$ cat src/rtl/index_vector_loader_pkg.sv
// Shared widths and state encoding for the index-vector loader and its output FIFO.
package index_vector_loader_pkg;

  localparam int IDX_W         = 7;
  localparam int IDX_NUM       = 32;
  localparam int IDX_PER_WORD  = 4;
  localparam int ADDR_W        = 16;
  localparam int WORD_W        = IDX_PER_WORD * IDX_W;
  localparam int VEC_W         = IDX_NUM * IDX_W;
  localparam int WORDS_PER_VEC = IDX_NUM / IDX_PER_WORD;
  localparam int BEAT_W        = $clog2(WORDS_PER_VEC);
  localparam int CNT_W         = 2;

  localparam logic [BEAT_W-1:0] LAST_BEAT = BEAT_W'(WORDS_PER_VEC - 1);

  typedef enum logic [1:0] {
    ST_IDLE   = 2'd0,
    ST_LOAD   = 2'd1,
    ST_FINISH = 2'd2
  } loader_state_e;

endpackage

$ cat src/rtl/index_vector_loader_index_vec_fifo.sv
// Two-entry vector FIFO: head register drives the output (zero when empty),
// and head_new strobes the cycle after a different vector becomes head.
module index_vec_fifo
  import index_vector_loader_pkg::*;
(
  input  logic             clk,
  input  logic             rst_n,
  input  logic             push,
  input  logic [VEC_W-1:0] push_data,
  input  logic             pop,
  output logic [VEC_W-1:0] head,
  output logic [CNT_W-1:0] count,
  output logic             empty,
  output logic             head_new
);

  logic [VEC_W-1:0] head_q, head_d;
  logic [VEC_W-1:0] tail_q, tail_d;
  logic [CNT_W-1:0] count_q, count_d;
  logic             empty_q, empty_d;
  logic             head_new_q, head_new_d;
  logic             pop_ok;

  always_comb begin
    head_d     = head_q;
    tail_d     = tail_q;
    count_d    = count_q;
    head_new_d = 1'b0;
    pop_ok     = pop && (count_q != 2'd0);

    if (push && pop_ok) begin
      if (count_q == 2'd1) begin
        head_d = push_data;
      end else begin
        head_d = tail_q;
        tail_d = push_data;
      end
      head_new_d = 1'b1;
    end else if (push) begin
      if (count_q == 2'd0) begin
        head_d     = push_data;
        head_new_d = 1'b1;
      end else begin
        tail_d = push_data;
      end
      count_d = count_q + 2'd1;
    end else if (pop_ok) begin
      // Popping the last entry clears the head so the output reads zero when empty.
      if (count_q == 2'd2) begin
        head_d     = tail_q;
        head_new_d = 1'b1;
      end else begin
        head_d = '0;
      end
      count_d = count_q - 2'd1;
    end

    empty_d = (count_d == 2'd0);
  end

  always_ff @(posedge clk or negedge rst_n) begin
    if (!rst_n) begin
      head_q     <= '0;
      tail_q     <= '0;
      count_q    <= '0;
      empty_q    <= 1'b1;
      head_new_q <= 1'b0;
    end else begin
      head_q     <= head_d;
      tail_q     <= tail_d;
      count_q    <= count_d;
      empty_q    <= empty_d;
      head_new_q <= head_new_d;
    end
  end

  // The loader's reservation rule must make a push into a full FIFO impossible.
  assert property (@(posedge clk) disable iff (!rst_n) !(push && (count_q == 2'd2)));

  assign head     = head_q;
  assign count    = count_q;
  assign empty    = empty_q;
  assign head_new = head_new_q;

endmodule

$ cat src/rtl/index_vector_loader.sv
// Fetches packed 7-bit indices from SRAM, assembles 32-index vectors and
// queues them in a two-entry FIFO for the controller to consume.
module index_vector_loader
  import index_vector_loader_pkg::*;
(
  input  logic              clk,
  input  logic              rst_n,
  input  logic              start,
  input  logic [ADDR_W-1:0] base_addr,
  input  logic [ADDR_W-1:0] num_vectors,
  output logic              sram_rd_en,
  output logic [ADDR_W-1:0] sram_rd_addr,
  input  logic [WORD_W-1:0] sram_rd_data,
  input  logic              consume,
  output logic [VEC_W-1:0]  index_vector_buffer,
  output logic              index_en,
  output logic              empty,
  output logic              busy,
  output logic              done
);

  loader_state_e     state_q, state_d;
  logic [ADDR_W-1:0] addr_q, addr_d;
  logic [ADDR_W-1:0] issue_left_q, issue_left_d;
  logic [BEAT_W-1:0] beat_q, beat_d;
  logic [BEAT_W-1:0] ret_beat_q, ret_beat_d;
  logic [CNT_W-1:0]  resv_q, resv_d;
  logic              rd_pend_q, rd_pend_d;
  logic              ret_last_q, ret_last_d;
  logic              done_q, done_d;
  logic [VEC_W-1:0]  asm_q, asm_d;

  logic              issue;
  logic              issue_first;
  logic              pop_ok;
  logic              push;
  logic [CNT_W-1:0]  fifo_count;

  // resv_q counts FIFO entries plus vectors whose beat 0 has gone out but
  // which are not yet pushed; a new vector may only start while it is below 2.
  always_comb begin
    issue       = (state_q == ST_LOAD) && (issue_left_q != '0) &&
                  ((beat_q != '0) || (resv_q < 2'd2));
    issue_first = issue && (beat_q == '0);
    pop_ok      = consume && (fifo_count != 2'd0);
    push        = rd_pend_q && (ret_beat_q == LAST_BEAT);
  end

  always_comb begin
    state_d      = state_q;
    addr_d       = addr_q;
    issue_left_d = issue_left_q;
    beat_d       = beat_q;
    resv_d       = resv_q + {1'b0, issue_first} - {1'b0, pop_ok};
    rd_pend_d    = issue;
    ret_beat_d   = beat_q;
    ret_last_d   = issue && (beat_q == LAST_BEAT) && (issue_left_q == 16'd1);
    done_d       = (state_q == ST_FINISH);
    asm_d        = asm_q;

    for (int b = 0; b < WORDS_PER_VEC; b++) begin
      if (rd_pend_q && (ret_beat_q == BEAT_W'(b))) begin
        asm_d[b*WORD_W +: WORD_W] = sram_rd_data;
      end
    end

    unique case (state_q)
      ST_IDLE: begin
        // done_q still high means the previous job is reporting busy.
        if (start && !done_q) begin
          addr_d       = base_addr;
          issue_left_d = num_vectors;
          beat_d       = '0;
          state_d      = (num_vectors == '0) ? ST_FINISH : ST_LOAD;
        end
      end
      ST_LOAD: begin
        if (issue) begin
          addr_d = addr_q + 16'd1;
          beat_d = beat_q + 3'd1;
          if (beat_q == LAST_BEAT) begin
            issue_left_d = issue_left_q - 16'd1;
          end
        end
        if (rd_pend_q && ret_last_q) begin
          state_d = ST_FINISH;
        end
      end
      ST_FINISH: state_d = ST_IDLE;
      default:   state_d = ST_IDLE;
    endcase
  end

  always_ff @(posedge clk or negedge rst_n) begin
    if (!rst_n) begin
      state_q      <= ST_IDLE;
      addr_q       <= '0;
      issue_left_q <= '0;
      beat_q       <= '0;
      ret_beat_q   <= '0;
      resv_q       <= '0;
      rd_pend_q    <= 1'b0;
      ret_last_q   <= 1'b0;
      done_q       <= 1'b0;
      asm_q        <= '0;
    end else begin
      state_q      <= state_d;
      addr_q       <= addr_d;
      issue_left_q <= issue_left_d;
      beat_q       <= beat_d;
      ret_beat_q   <= ret_beat_d;
      resv_q       <= resv_d;
      rd_pend_q    <= rd_pend_d;
      ret_last_q   <= ret_last_d;
      done_q       <= done_d;
      asm_q        <= asm_d;
    end
  end

  index_vec_fifo u_fifo (
    .clk       (clk),
    .rst_n     (rst_n),
    .push      (push),
    .push_data (asm_d),
    .pop       (consume),
    .head      (index_vector_buffer),
    .count     (fifo_count),
    .empty     (empty),
    .head_new  (index_en)
  );

  assign sram_rd_en   = issue;
  assign sram_rd_addr = addr_q;
  assign busy         = (state_q != ST_IDLE) || done_q;
  assign done         = done_q;

endmodule
$ cat config.mk
export PLATFORM = sky130hd
export DESIGN_NAME = index_vector_loader
export DESIGN_NICKNAME = d
export VERILOG_FILES = /design/src/rtl/index_vector_loader_pkg.sv /design/src/rtl/index_vector_loader_index_vec_fifo.sv /design/src/rtl/index_vector_loader.sv
export SDC_FILE = /design/constraint.sdc
export NUM_CORES = 1
export LEC_CHECK = 0
export CORE_MARGIN = 2
export CORE_UTILIZATION = 56
export CTS_CLUSTER_SIZE = 8
export DETAILED_ROUTE_END_ITERATION = 16
export HOLD_SLACK_MARGIN = 0.12
export PLACE_DENSITY = 0.89
export SETUP_SLACK_MARGIN = 0.15
export SYNTH_ARGS = -nofsm -noshare
export SYNTH_HDL_FRONTEND = slang
export SYNTH_SLANG_ARGS = --single-unit
export TNS_END_PERCENT = 5
$ cat constraint.sdc
create_clock -name clk -period 3.5 [get_ports clk]
set_clock_uncertainty 0.15 [all_clocks]
set_input_delay 0.875 -clock clk [delete_from_list [all_inputs] [get_ports clk]]
set_output_delay 0.875 -clock clk [all_outputs]
set_load 0.05 [all_outputs]
# Yosys cells after proc, flatten, opt, wreduce, memory -nomap -nowiden

Cells that the tools add are included.

Flip-flop bits (word level): 721
Latch bits: 0
Bits in writable memories: 0
ROM bits: 0
Bits of input ports: 64
Word-level logic and storage cells: 121
Memories: 0

Add/sub/neg operators: 7
$mul: 0
Divide/modulo/power cells: 0
Order comparisons: 1
Equal/unequal tests: 20
Shift-type cells: 0
Muxes and demuxes: 40
Bitwise operators: 0
Reduce and logical (&&, ||, !) cells: 38

Operators by type and width:

| kind                                                                   | count |
|---|---|
| 224-bit two-way mux                                                    | 10 |
| 28-bit two-way mux                                                     | 8 |
| 16-bit two-way mux                                                     | 5 |
| 16-bit case mux with 2 select lines                                    | 2 |
| 1-bit logical AND                                                      | 17 |
| 16-bit by 1-bit adder with 16-bit output, second input constant        | 1 |
| 16-bit by 1-bit equality test with 1-bit output, second input constant | 1 |
| 16-bit zero test                                                       | 1 |
| 16-bit nonzero test                                                    | 1 |
| 16-bit by 1-bit subtractor with 16-bit output, second input constant   | 1 |
| 3-bit equality test, second input constant                             | 5 |
| 2-bit two-way mux                                                      | 6 |
| 2-bit nonzero test                                                     | 4 |
| 3-bit by 2-bit equality test with 1-bit output, second input constant  | 2 |
| 2-bit zero test                                                        | 3 |
| 3-bit zero test                                                        | 2 |
| 3-bit two-way mux                                                      | 2 |
| 2-bit by 1-bit != test with 1-bit output, second input constant        | 3 |
| 2-bit != test, second input constant                                   | 3 |
| 3-bit case mux with 2 select lines                                     | 1 |
| 3-bit AND reduction                                                    | 2 |
| 3-bit nonzero test                                                     | 2 |
| 1-bit two-way mux                                                      | 5 |
| 2-bit by 1-bit equality test with 1-bit output, second input constant  | 2 |
| other kinds (14)                                                       | 17 |

# Depth between registers and ports, before layout

Depth after elaboration: 6
Gate-level depth with buffers: 12
Depth with buffers taken out: 12

# By module

Synthesis repeated with hierarchy kept, for this count alone.

Cell total of the unflattened synthesis: 3130
Area total of the unflattened synthesis: 34556.9 um^2

By module, submodules not included:

| module              | instances | cells an instance | area each (um^2) | sequential area each (um^2) |
|---|---|---|---|---|
| index_vec_fifo      | 1         | 2280              | 23563.8          | 11312.1 |
| index_vector_loader | 1         | 850               | 10993.0          | 6731.5 |

# Worst setup path after synthesis

No wires, ideal clock.

Path type: flip-flop to output port
Start point: register issue_left_q[12]
End point: output sram_rd_en
Data arrival time: 1.599 ns
Data required time: 2.475 ns
Path slack: 0.876 ns
Cell stages (with the launch flop): 6
Buffers on the path: 1
Cells stage by stage: dfrtp_1 or3_1 or3b_1 buf_6 o21ai_4 inv_4

Longest elaborated chain between the ends: 3

RTL lines:

| item                            | line                       | RTL |
|---|---|---|
| from (decl)                     | index_vector_loader.sv:24  | `logic [ADDR_W-1:0] issue_left_q, issue_left_d;` |
| from (signal assigned)          | index_vector_loader.sv:109 | `issue_left_q <= issue_left_d;` |
| 16-bit nonzero test             | index_vector_loader.sv:42  | `issue = (state_q == ST_LOAD) && (issue_left_q != '0) &&` |
| 1-bit logical AND (2 in series) | index_vector_loader.sv:42  |  |
| to (decl)                       | index_vector_loader.sv:11  | `output logic sram_rd_en,` |

No other way between the ends.

# Final worst setup path

Ends and elaborated chain as after synthesis.

==> results.yml <==
floorplan:
  initial_core_util: 0.566
  rows: 82
  io_pins: 309
  die_w_um: 229
  die-height_um: 229
  dieArea_um2: 52400
  core_um2: 50100
placement:
  post-dp-hpwl_um: 49100
  numPortBuffers: 308
  gp_congestion: 0.848
drt:
  drc_errors: 0
  wl_met3_um: 7350
  routed_wl_um: 81100
  drt-initial-drc-count: 1982
  wl_met1_um: 30000
  wl_per_cell_um: 25.2
  vias_per_cell: 6.31
  vias: 20300
  ant_nets: 0
  maxUsedRoutingLayer: "met5"
  firstDrtPassIters: 5
  wl_met2_um: 39600
grt:
  antenna_found_initial: 13
  grt_pass1_wl_um: 124000
  grtUsageTotal: 0.309
  grt_max_degree: 164
  grt_pass1_vias: 20900
  overflow: 0
timing:
  hold_viol_final: 0
  relSlewSlack: 0.312
  drv_slew: 0
  fin_crit_ns: 3.25
  period_share: 0.928
  setup_violations: 0
  max_freq_ghz: 0.308
  tns_ns: 0
  rsz0062_at_grt: "false"
  tightest_slew_ns: 1.03
clock_network:
  worstSkewPairLatency_ns: 0.64
  cts_tree: "yes"
  htree_levels: 3
  cts_root_buffer: "clkbuf_16"
  clkSinkCount: 693
  cts_hold_buf: 0
  cts-buffers-inserted: 96
  path_clk_slew_ns: 0.05
  cts_buffer_depth: 3
synthesis:
  syn_area_um2: 28300
  synth_edf_count: 0
  synthCells: 2240
  synth-seq-cells: 693
  synthXorXnorAreaFrac: 0.00124
  synth_compound_area_frac: 0.126
  ys_seq_area_frac: 0.612
  synth_adder_area_share: 0.00530
  yosys.area_share.simple: 0.0544
  synth_ff_type: "dfrtp_1"
  synth_top_family_by_area: "multiplexers"
  avgSynthCellArea_um2: 12.7
  yosys_warnings: 0
  synthMuxAreaShare: 0.168
  synth.net_count: 2316
  ys_types: 65
  async_flop_share: 1.00
critical_path:
  crit_family: "simple AND/OR/NAND/NOR gates"
  crit_arrival_ns: 2.22
  worstPathMaxFanout: 3
  worst_ep_required_time_ns: 2.47
  path_class: "reg -> out"
  crit_chain: "or3_1, or3b_4, o21ai_4, clkinv_4, buf_6"
  cp-start-kind: "register"
  endpoint_kind: "output port"
  cpPeakStageDelay_ns: 0.41
  timing.critical_path.buf_inv: 2
  slowest_stage: "or3b_4"
power_and_ir_drop:
  powerDensity_nw_per_um2: 1120
  vdd_drop_max_v: 0.000649
  total_leakage_power_nw: 14.7
  power_mw: 39.2
layout:
  syn2layout_area_growth_pct: 23.1
  drive_gt1_frac: 0.246
  nNetsFinal: 2599
run_status:
  outcome: "finished clean"
hold_path:
  min_path_type: "in -> async"
flow_run:
  maxCapViolCount: 0
through the flow:
stage                     instances  worst slack, ns  instance area, um^2  hold WS, ns  utilization
after floorplan                2240            0.876                28300        0.228            -
after global placement         3095            0.365                32300        0.297        0.645
after detailed placement       3095            0.238                32300        0.314        0.645
after CTS                      3212            0.167                34900        0.152        0.697
after global routing           3214            0.161                34900        0.182        0.697
final                          3216            0.251                34900        0.137        0.697
placed cells by master (no fill, tap or decap), types with 4 or more instances in the layout:
master,instances
a22oi_1,228
a21oi_1,29
buf_4,47
inv_1,9
nand2_1,244
and4_1,5
o211ai_1,6
nand4b_1,4
mux2_2,420
a31oi_1,13
ha_1,12
clkbuf_16,97
o21ai_0,217
nor3_1,7
clkbuf_1,12
clkdlybuf4s50_1,306
xnor2_1,4
nor4_1,9
nor2_1,27
o311ai_0,6
o21ai_1,19
nand4_1,5
buf_12,25
o22ai_1,4
o22a_1,13
dfrtp_1,692
nand3_1,9
report_power, final:
part / switching [mW] / internal (mW)
registers: 2.37 / 11.9
logic: 10.4 / 6.39
clock network: 3.27 / 4.93
total: 16.0 / 23.2
registers in the layout, indices dropped and copies added (netlist names):
name	flops
u_fifo.count	2
rd_pend_q	1
state_q	2
asm_q	196
resv_q	2
ret_last_q	1
u_fifo.head	224
sram_rd_addr	16
u_fifo.empty	1
u_fifo.head_new	1
issue_left_q	16
beat_q	3
u_fifo.tail_q	224
done	1
ret_beat_q	3
layout make-up:
class	count	area, um^2
inverter	10	42.5
multi-input combinational	1342	10200
timing repair buffer	380	3940
fill	3250	15200
tap	672	841
clock buffer	110	2490
sequential	693	17300
clock inverter	6	78.8
antenna	3	7.51
routing by layer:
metal / up-vias / track usage
met1: 10400 / 0.386
met3: 232 / 0.0829
met4: 12 / 0.159
met5: - / 0
li1: 8618 / -
met2: 1003 / 0.497
synth_stat cells (8+ instances only):
cell type	instances	area, um^2
o21ai_0	217	1090
nor3_1	8	40.0
nor4_1	9	56.3
ha_1	12	150
nand3_1	9	45.0
mux2_2	421	4740
clkbuf_2	20	100
a31oi_1	13	81.3
nor2_1	28	105
o21ai_1	19	95.1
buf_2	67	335
clkbuf_1	98	368
a22oi_1	228	1710
o22a_1	13	114
a21oi_1	29	145
inv_1	9	33.8
dfrtp_1	692	17300
nand2_1	245	920
timing repair:
item,4_1_cts,5_1_grt
setup buffers,1,1
gates resized for setup,3,2
pin swaps,1,1
gates cloned,0,0
setup endpoints to repair,1,1
kinds of logic after synthesis:
family | after synthesis
mux | 424
flops | 693
buf+inv | 205
compound gates | 556
fa+ha+maj | 12
simple gates | 346
xor+xnor | 4
final timing paths:
check	slack, ns	cells past startpoint	from	end
worst max-delay path	0.25	5	issue_left_q[12]	sram_rd_en
worst min-delay path	0.14	1	rst_n	asm_q[161]
worst max register to register	0.78	6	issue_left_q[12]	issue_left_q[1]
worst min register to register	0.33	2	u_fifo.head[17]	u_fifo.head[17]
max in group asynchronous	2.01	2	rst_n	u_fifo.head[7]
min in group clk	0.33	2	u_fifo.head[17]	u_fifo.head[17]
(Power assumes the default switching activity.)
